<file path="config.mk">
export PLATFORM = sky130hd
export DESIGN_NAME = popcount_arbiter_flat
export DESIGN_NICKNAME = d
export VERILOG_FILES = /design/src/rtl/popcount_arbiter_if.sv /design/src/rtl/popcount_arbiter.sv /design/src/flat_wrapper.sv
export SDC_FILE = /design/constraint.sdc
export NUM_CORES = 1
export LEC_CHECK = 0
export ABC_AREA = 1
export CORE_MARGIN = 3
export CORE_UTILIZATION = 55
export DETAILED_ROUTE_END_ITERATION = 16
export PLACE_DENSITY = 0.85
export SLEW_MARGIN = 20
export SYNTH_ARGS = -nofsm -noshare
export SYNTH_HDL_FRONTEND = slang
export SYNTH_SLANG_ARGS = --single-unit
</file>
<file path="constraint.sdc">
create_clock -name clk -period 10.05 [get_ports clk]
set_clock_uncertainty 0.05 [all_clocks]
set_input_delay 1.5075 -clock clk [delete_from_list [all_inputs] [get_ports clk]]
set_output_delay 1.5075 -clock clk [all_outputs]
set_load 0.01 [all_outputs]
</file>
<file path="src/rtl/popcount_arbiter_if.sv">
`default_nettype none
//==============================================================================
// Module   : popcount_arbiter_if
// Purpose  : Request/response bundle between requesters, consumer and the
//            shared popcount arbiter.
// Revision : 1.0
//==============================================================================
interface popcount_arbiter_if #(
    parameter int NREQ   = 4,
    parameter int DATA_W = 16,
    parameter int ID_W   = 2,
    parameter int CNT_W  = 5
);
    logic [NREQ-1:0]        req_valid;
    logic [NREQ*DATA_W-1:0] req_data;
    logic [NREQ-1:0]        req_ready;
    logic                   rsp_valid;
    logic [ID_W-1:0]        rsp_id;
    logic [CNT_W-1:0]       rsp_count;
    logic                   rsp_ready;
    logic                   busy;

    modport master (
        output req_valid, req_data, rsp_ready,
        input  req_ready, rsp_valid, rsp_id, rsp_count, busy
    );

    modport slave (
        input  req_valid, req_data, rsp_ready,
        output req_ready, rsp_valid, rsp_id, rsp_count, busy
    );
endinterface
`default_nettype wire

</file>
<file path="src/rtl/popcount_arbiter.sv">
`default_nettype none
//==============================================================================
// Module   : popcount_arbiter
// Purpose  : Shares one 16-bit popcount stage among NREQ requesters, round-robin
//            by default or fixed priority with POPCOUNT_ARB_PRIO_EN defined.
// Revision : 1.0
//==============================================================================
module popcount_arbiter #(
    parameter int NREQ   = 4,
    parameter int DATA_W = 16,
    parameter int ID_W   = 2,
    parameter int CNT_W  = 5
) (
    input  wire logic            clk,
    input  wire logic            rst,
    popcount_arbiter_if.slave    bus
);

    typedef enum logic [1:0] {
        IDLE = 2'd0,
        CALC = 2'd1,
        RESP = 2'd2
    } state_t;

    state_t              r_state;
    logic [DATA_W-1:0]   r_word;
    logic [ID_W-1:0]     r_cap_id;
    logic [ID_W-1:0]     r_rsp_id;
    logic [CNT_W-1:0]    r_count;
    logic                r_rsp_valid;

    logic                w_any;
    logic [ID_W-1:0]     w_idx;
    logic [ID_W-1:0]     w_grant_id;
    logic [DATA_W-1:0]   w_grant_data;
    logic [NREQ-1:0]     w_grant_oh;
    logic [CNT_W-1:0]    w_pop;
    logic [DATA_W-1:0]   w_words [NREQ];

`ifndef POPCOUNT_ARB_PRIO_EN
    logic [ID_W-1:0]     r_ptr;
    logic [ID_W:0]       w_sum;
`endif

    for (genvar gi = 0; gi < NREQ; gi++) begin : g_unpack
        assign w_words[gi] = bus.req_data[gi*DATA_W +: DATA_W];
    end

    // Scan candidates starting at the pointer (or at 0 for fixed priority);
    // the first valid one found wins.
    always_comb begin
        w_any        = 1'b0;
        w_idx        = '0;
        w_grant_id   = '0;
        w_grant_data = '0;
        w_grant_oh   = '0;
`ifndef POPCOUNT_ARB_PRIO_EN
        w_sum        = '0;
`endif
        for (int k = 0; k < NREQ; k++) begin
`ifdef POPCOUNT_ARB_PRIO_EN
            w_idx = ID_W'(k);
`else
            w_sum = {1'b0, r_ptr} + (ID_W+1)'(k);
            if (w_sum >= (ID_W+1)'(NREQ)) begin
                w_sum = w_sum - (ID_W+1)'(NREQ);
            end
            w_idx = w_sum[ID_W-1:0];
`endif
            if (!w_any && bus.req_valid[w_idx]) begin
                w_any             = 1'b1;
                w_grant_id        = w_idx;
                w_grant_data      = w_words[w_idx];
                w_grant_oh[w_idx] = 1'b1;
            end
        end
    end

    always_comb begin
        w_pop = '0;
        for (int b = 0; b < DATA_W; b++) begin
            w_pop = w_pop + {{(CNT_W-1){1'b0}}, r_word[b]};
        end
    end

    always_ff @(posedge clk or posedge rst) begin
        if (rst) begin
            r_state     <= IDLE;
            r_word      <= '0;
            r_cap_id    <= '0;
            r_rsp_id    <= '0;
            r_count     <= '0;
            r_rsp_valid <= 1'b0;
`ifndef POPCOUNT_ARB_PRIO_EN
            r_ptr       <= '0;
`endif
        end else begin
            case (r_state)
                IDLE: begin
                    if (w_any) begin
                        r_word   <= w_grant_data;
                        r_cap_id <= w_grant_id;
                        r_state  <= CALC;
                    end
                end
                // Id and count update together so both hold their old values
                // until the new response is ready.
                CALC: begin
                    r_count     <= w_pop;
                    r_rsp_id    <= r_cap_id;
                    r_rsp_valid <= 1'b1;
                    r_state     <= RESP;
                end
                RESP: begin
                    if (bus.rsp_ready) begin
                        r_rsp_valid <= 1'b0;
                        r_state     <= IDLE;
`ifndef POPCOUNT_ARB_PRIO_EN
                        r_ptr <= (r_rsp_id == ID_W'(NREQ-1)) ? '0 : r_rsp_id + 1'b1;
`endif
                    end
                end
                default: r_state <= IDLE;
            endcase
        end
    end

    assign bus.req_ready = (r_state == IDLE) ? w_grant_oh : '0;
    assign bus.rsp_valid = r_rsp_valid;
    assign bus.rsp_id    = r_rsp_id;
    assign bus.rsp_count = r_count;
    assign bus.busy      = (r_state != IDLE);

endmodule
`default_nettype wire

</file>
<file path="src/flat_wrapper.sv">
// flat-port wrapper written by rule: the top's interface ports become plain ports
module popcount_arbiter_flat 
#(
    parameter int NREQ   = 4,
    parameter int DATA_W = 16,
    parameter int ID_W   = 2,
    parameter int CNT_W  = 5
)
  (clk, rst, bus_req_valid, bus_req_data, bus_rsp_ready, bus_req_ready, bus_rsp_valid, bus_rsp_id, bus_rsp_count, bus_busy);
  popcount_arbiter_if #(.NREQ(NREQ), .DATA_W(DATA_W), .ID_W(ID_W), .CNT_W(CNT_W)) bus_i ();
  input  wire logic clk;
  input  wire logic rst;
  input wire logic [$bits(bus_i.req_valid)-1:0] bus_req_valid;
  input wire logic [$bits(bus_i.req_data)-1:0] bus_req_data;
  input wire logic [$bits(bus_i.rsp_ready)-1:0] bus_rsp_ready;
  output wire logic [$bits(bus_i.req_ready)-1:0] bus_req_ready;
  output wire logic [$bits(bus_i.rsp_valid)-1:0] bus_rsp_valid;
  output wire logic [$bits(bus_i.rsp_id)-1:0] bus_rsp_id;
  output wire logic [$bits(bus_i.rsp_count)-1:0] bus_rsp_count;
  output wire logic [$bits(bus_i.busy)-1:0] bus_busy;
  assign bus_i.req_valid = bus_req_valid;
  assign bus_i.req_data = bus_req_data;
  assign bus_i.rsp_ready = bus_rsp_ready;
  assign bus_req_ready = bus_i.req_ready;
  assign bus_rsp_valid = bus_i.rsp_valid;
  assign bus_rsp_id = bus_i.rsp_id;
  assign bus_rsp_count = bus_i.rsp_count;
  assign bus_busy = bus_i.busy;
  popcount_arbiter #(.NREQ(NREQ), .DATA_W(DATA_W), .ID_W(ID_W), .CNT_W(CNT_W)) u_core (.clk(clk), .rst(rst), .bus(bus_i));
endmodule
</file>
==> impl_metrics.tcl <==
set metrics [dict create \
    clockBufferDepth 2 \
    synth-main-ff-cell "dfrtp_1" \
    slew_viol_final 0 \
    io_buffers 83 \
    synth_top_area_cell "nand2_1" \
    clk_pin_slew_ns 0.07 \
    crit_path_cell_trace "buf_4 > inv_2 > ha_1 > inv_2 > nand3_1 > nand2_1 > nor2_1 > a21boi_0 > nand3_1 > nand2_1 > inv_1 > clkdlybuf4s50_1" \
    rsz0062_at_grt "no" \
    wl_um 11500 \
    grt.overflow.total 0 \
    cpPeakStageDelay_ns 1.17 \
    place_hpwl_um 8550 \
    critical_path.max_fanout 106 \
    arrival_ns 5.51 \
    cp_top_family "buffers and inverters" \
    seq_area_frac_synth_pct 18.0 \
    synth.net_count 863 \
    finalCritPeriodShare_pct 70.3 \
    num_rows 31 \
    die_x_um 93.0 \
    vias_per_cell 5.38 \
    gp_congestion 0.933 \
    drive_above_1_share_pct 2.68 \
    core_area_mm2 0.00729 \
    drt-initial-drc-count 472 \
    dieArea_mm2 0.00865 \
    cts_tree "built" \
    ctsResizeCount 0 \
    syn2layout_area_growth_pct 19.9 \
    cts_sinks 30 \
    cap_viol_max_count 0 \
    vias 4947 \
    drt_pass1_iterations 5 \
    cts-buffers-inserted 5 \
    end_kind "output pin" \
    critPathSlowestCell "ha_1" \
    grt_max_degree 107 \
    required_ns 8.49 \
    synthArstFlopShare_pct 100 \
    antenna_left 0 \
    syn_inst 772 \
    synth_top_area_share_pct 31.5 \
    synth_edf_count 0 \
    root_buffer "clkbuf_8" \
    setup_violations 0 \
    fmax_mhz 142 \
    status "finished, final reports clean" \
    tightestPinTransition_ns 1.07 \
    critPathBufInv 5 \
    rrSetupSlack_ns 4.52 \
    layout_common_cells "nand2_1 (350), inv_1 (112), nand3_1 (109), clkdlybuf4s50_1 (83), o21ai_0 (37)" \
    initial_core_util_pct 57.1 \
    wire_per_inst_um 12.6 \
    grt_pass1_wl_um 20000 \
    maxSlewHeadroom_pct 28.5 \
    layout_commonest_cell "nand2_1" \
    insertion_delay_ns 0.29 \
    chipHeight_um 93.0 \
    final-hold-violation-count 0 \
    synth_area_leaders "nand2_1 (32%), dfrtp_1 (18%), nand3_1 (13%)" \
    avgSynthCellArea_um2 5.40 \
    critPathLaunchType "register" \
    ys_ff_latch 30 \
    nFillCells 688 \
    hold_buffers 0 \
    grt_use_total_pct 27.4 \
    htree_num_levels 2 \
    antenna_found_initial 0 \
    setup_tns_ns 0 \
    num-nets-final 910 \
    synthesis.area_mm2 0.00417 \
    yosysWarnings 0 \
    synth.distinct_cells 24 \
    min_period_ns 7.06 \
    postCtsSetupBuffers 0 \
    io_pins 84 \
    path_class "reg2out" \
    min_path_type "reg2reg" \
    grt_pass1_vias 4582 \
    diodes 0 \
    drc_errors 0 \
]
per-stage QoR:
| stage | instances | hold WS [ns] | utilization (%) | worst slack (ns) | cell area (um^2) |
|---|---|---|---|---|---|
| floorplan | 772 | 0.399 | - | 6.11 | 4170 |
| global placement | 911 | 0.409 | 67.2 | 3.70 | 4900 |
| detailed placement | 911 | 0.408 | 67.2 | 3.45 | 4900 |
| CTS | 919 | 0.425 | 68.5 | 3.12 | 5000 |
| global route | 919 | 0.439 | 68.5 | 2.50 | 5000 |
| finish | 919 | 0.419 | 68.5 | 2.99 | 5000 |
synth_stat cells, types with 10 or more instances:
cell type,number
nand2_1,350
inv_1,113
nand3_1,109
o21ai_0,37
dfrtp_1,30
nand4_1,21
buf_2,20
a21oi_1,18
clkbuf_1,10
fa_1,10
ha_1,10
nor2_1,10
sequential cells by signal, summed over array words and instances (netlist names):
register	count
u_core.bus.rsp_id	2
u_core.bus.rsp_count	5
u_core.r_word	16
u_core.r_state	2
u_core.r_ptr	2
u_core.r_cap_id	2
u_core.bus.rsp_valid	1
routing by layer:
metal  vias to the layer above  share of wire (%)  GRT usage, %
met5                         -                  0             0
met4                         0                2.6          8.79
met3                        33                8.1          4.42
met2                       237                 47          45.9
met1                      2194                 42          36.2
li1                       2483                  -             -
path summary, 6_finish.rpt:
kind,startpoint,to,depth (start not counted)
setup / recovery,u_core.r_ptr[0],bus_req_ready[2],12
hold / removal,u_core.bus.rsp_valid,u_core.bus.rsp_valid,2
setup reg to reg,u_core.r_ptr[0],u_core.r_word[8],12
hold reg to reg,u_core.bus.rsp_valid,u_core.bus.rsp_valid,2
max in group asynchronous,rst,u_core.r_ptr[0],2
min in group asynchronous,rst,u_core.r_ptr[1],2
cell type report:
type | count | area, um^2 | area share [%]
multi-input combinational | 578 | 2730 | 54.6
timing repair buffer | 86 | 853 | 17.1
sequential | 30 | 752 | 15.1
inverter | 118 | 443 | 8.87
tap | 99 | 124 | 2.48
clock buffer | 6 | 82.6 | 1.65
clock inverter | 2 | 12.5 | 0.250
worst reg2reg max path, cell delays in order (launching register included):
cell and delay (ns):
dfrtp_2 0.34, buf_4 0.66, inv_2 0.56, ha_1 1.19, inv_2 0.53, nand2_1 0.21, nand2_2 0.08, nor2_4 0.64
nand3b_1 0.15, nand2_1 0.51, inv_2 0.28, nand2_1 0.15, nand2_1 0.06
kinds of logic (layout without fill, tap and decap cells):
logic type	count (synthesis)	in the layout	share of synthesized area, %
AO/OA/AOI/OAI	62	62	7.90
XOR/XNOR	1	1	0.210
adder cells (fa/ha/maj)	20	20	7.81
buffers and inverters	164	212	16.5
flip-flops	30	30	18.0
AND/OR/NAND/NOR	495	495	49.6
Power is not shown: default switching activity piles up to over one toggle a cycle in this logic, so the estimate is an artifact.
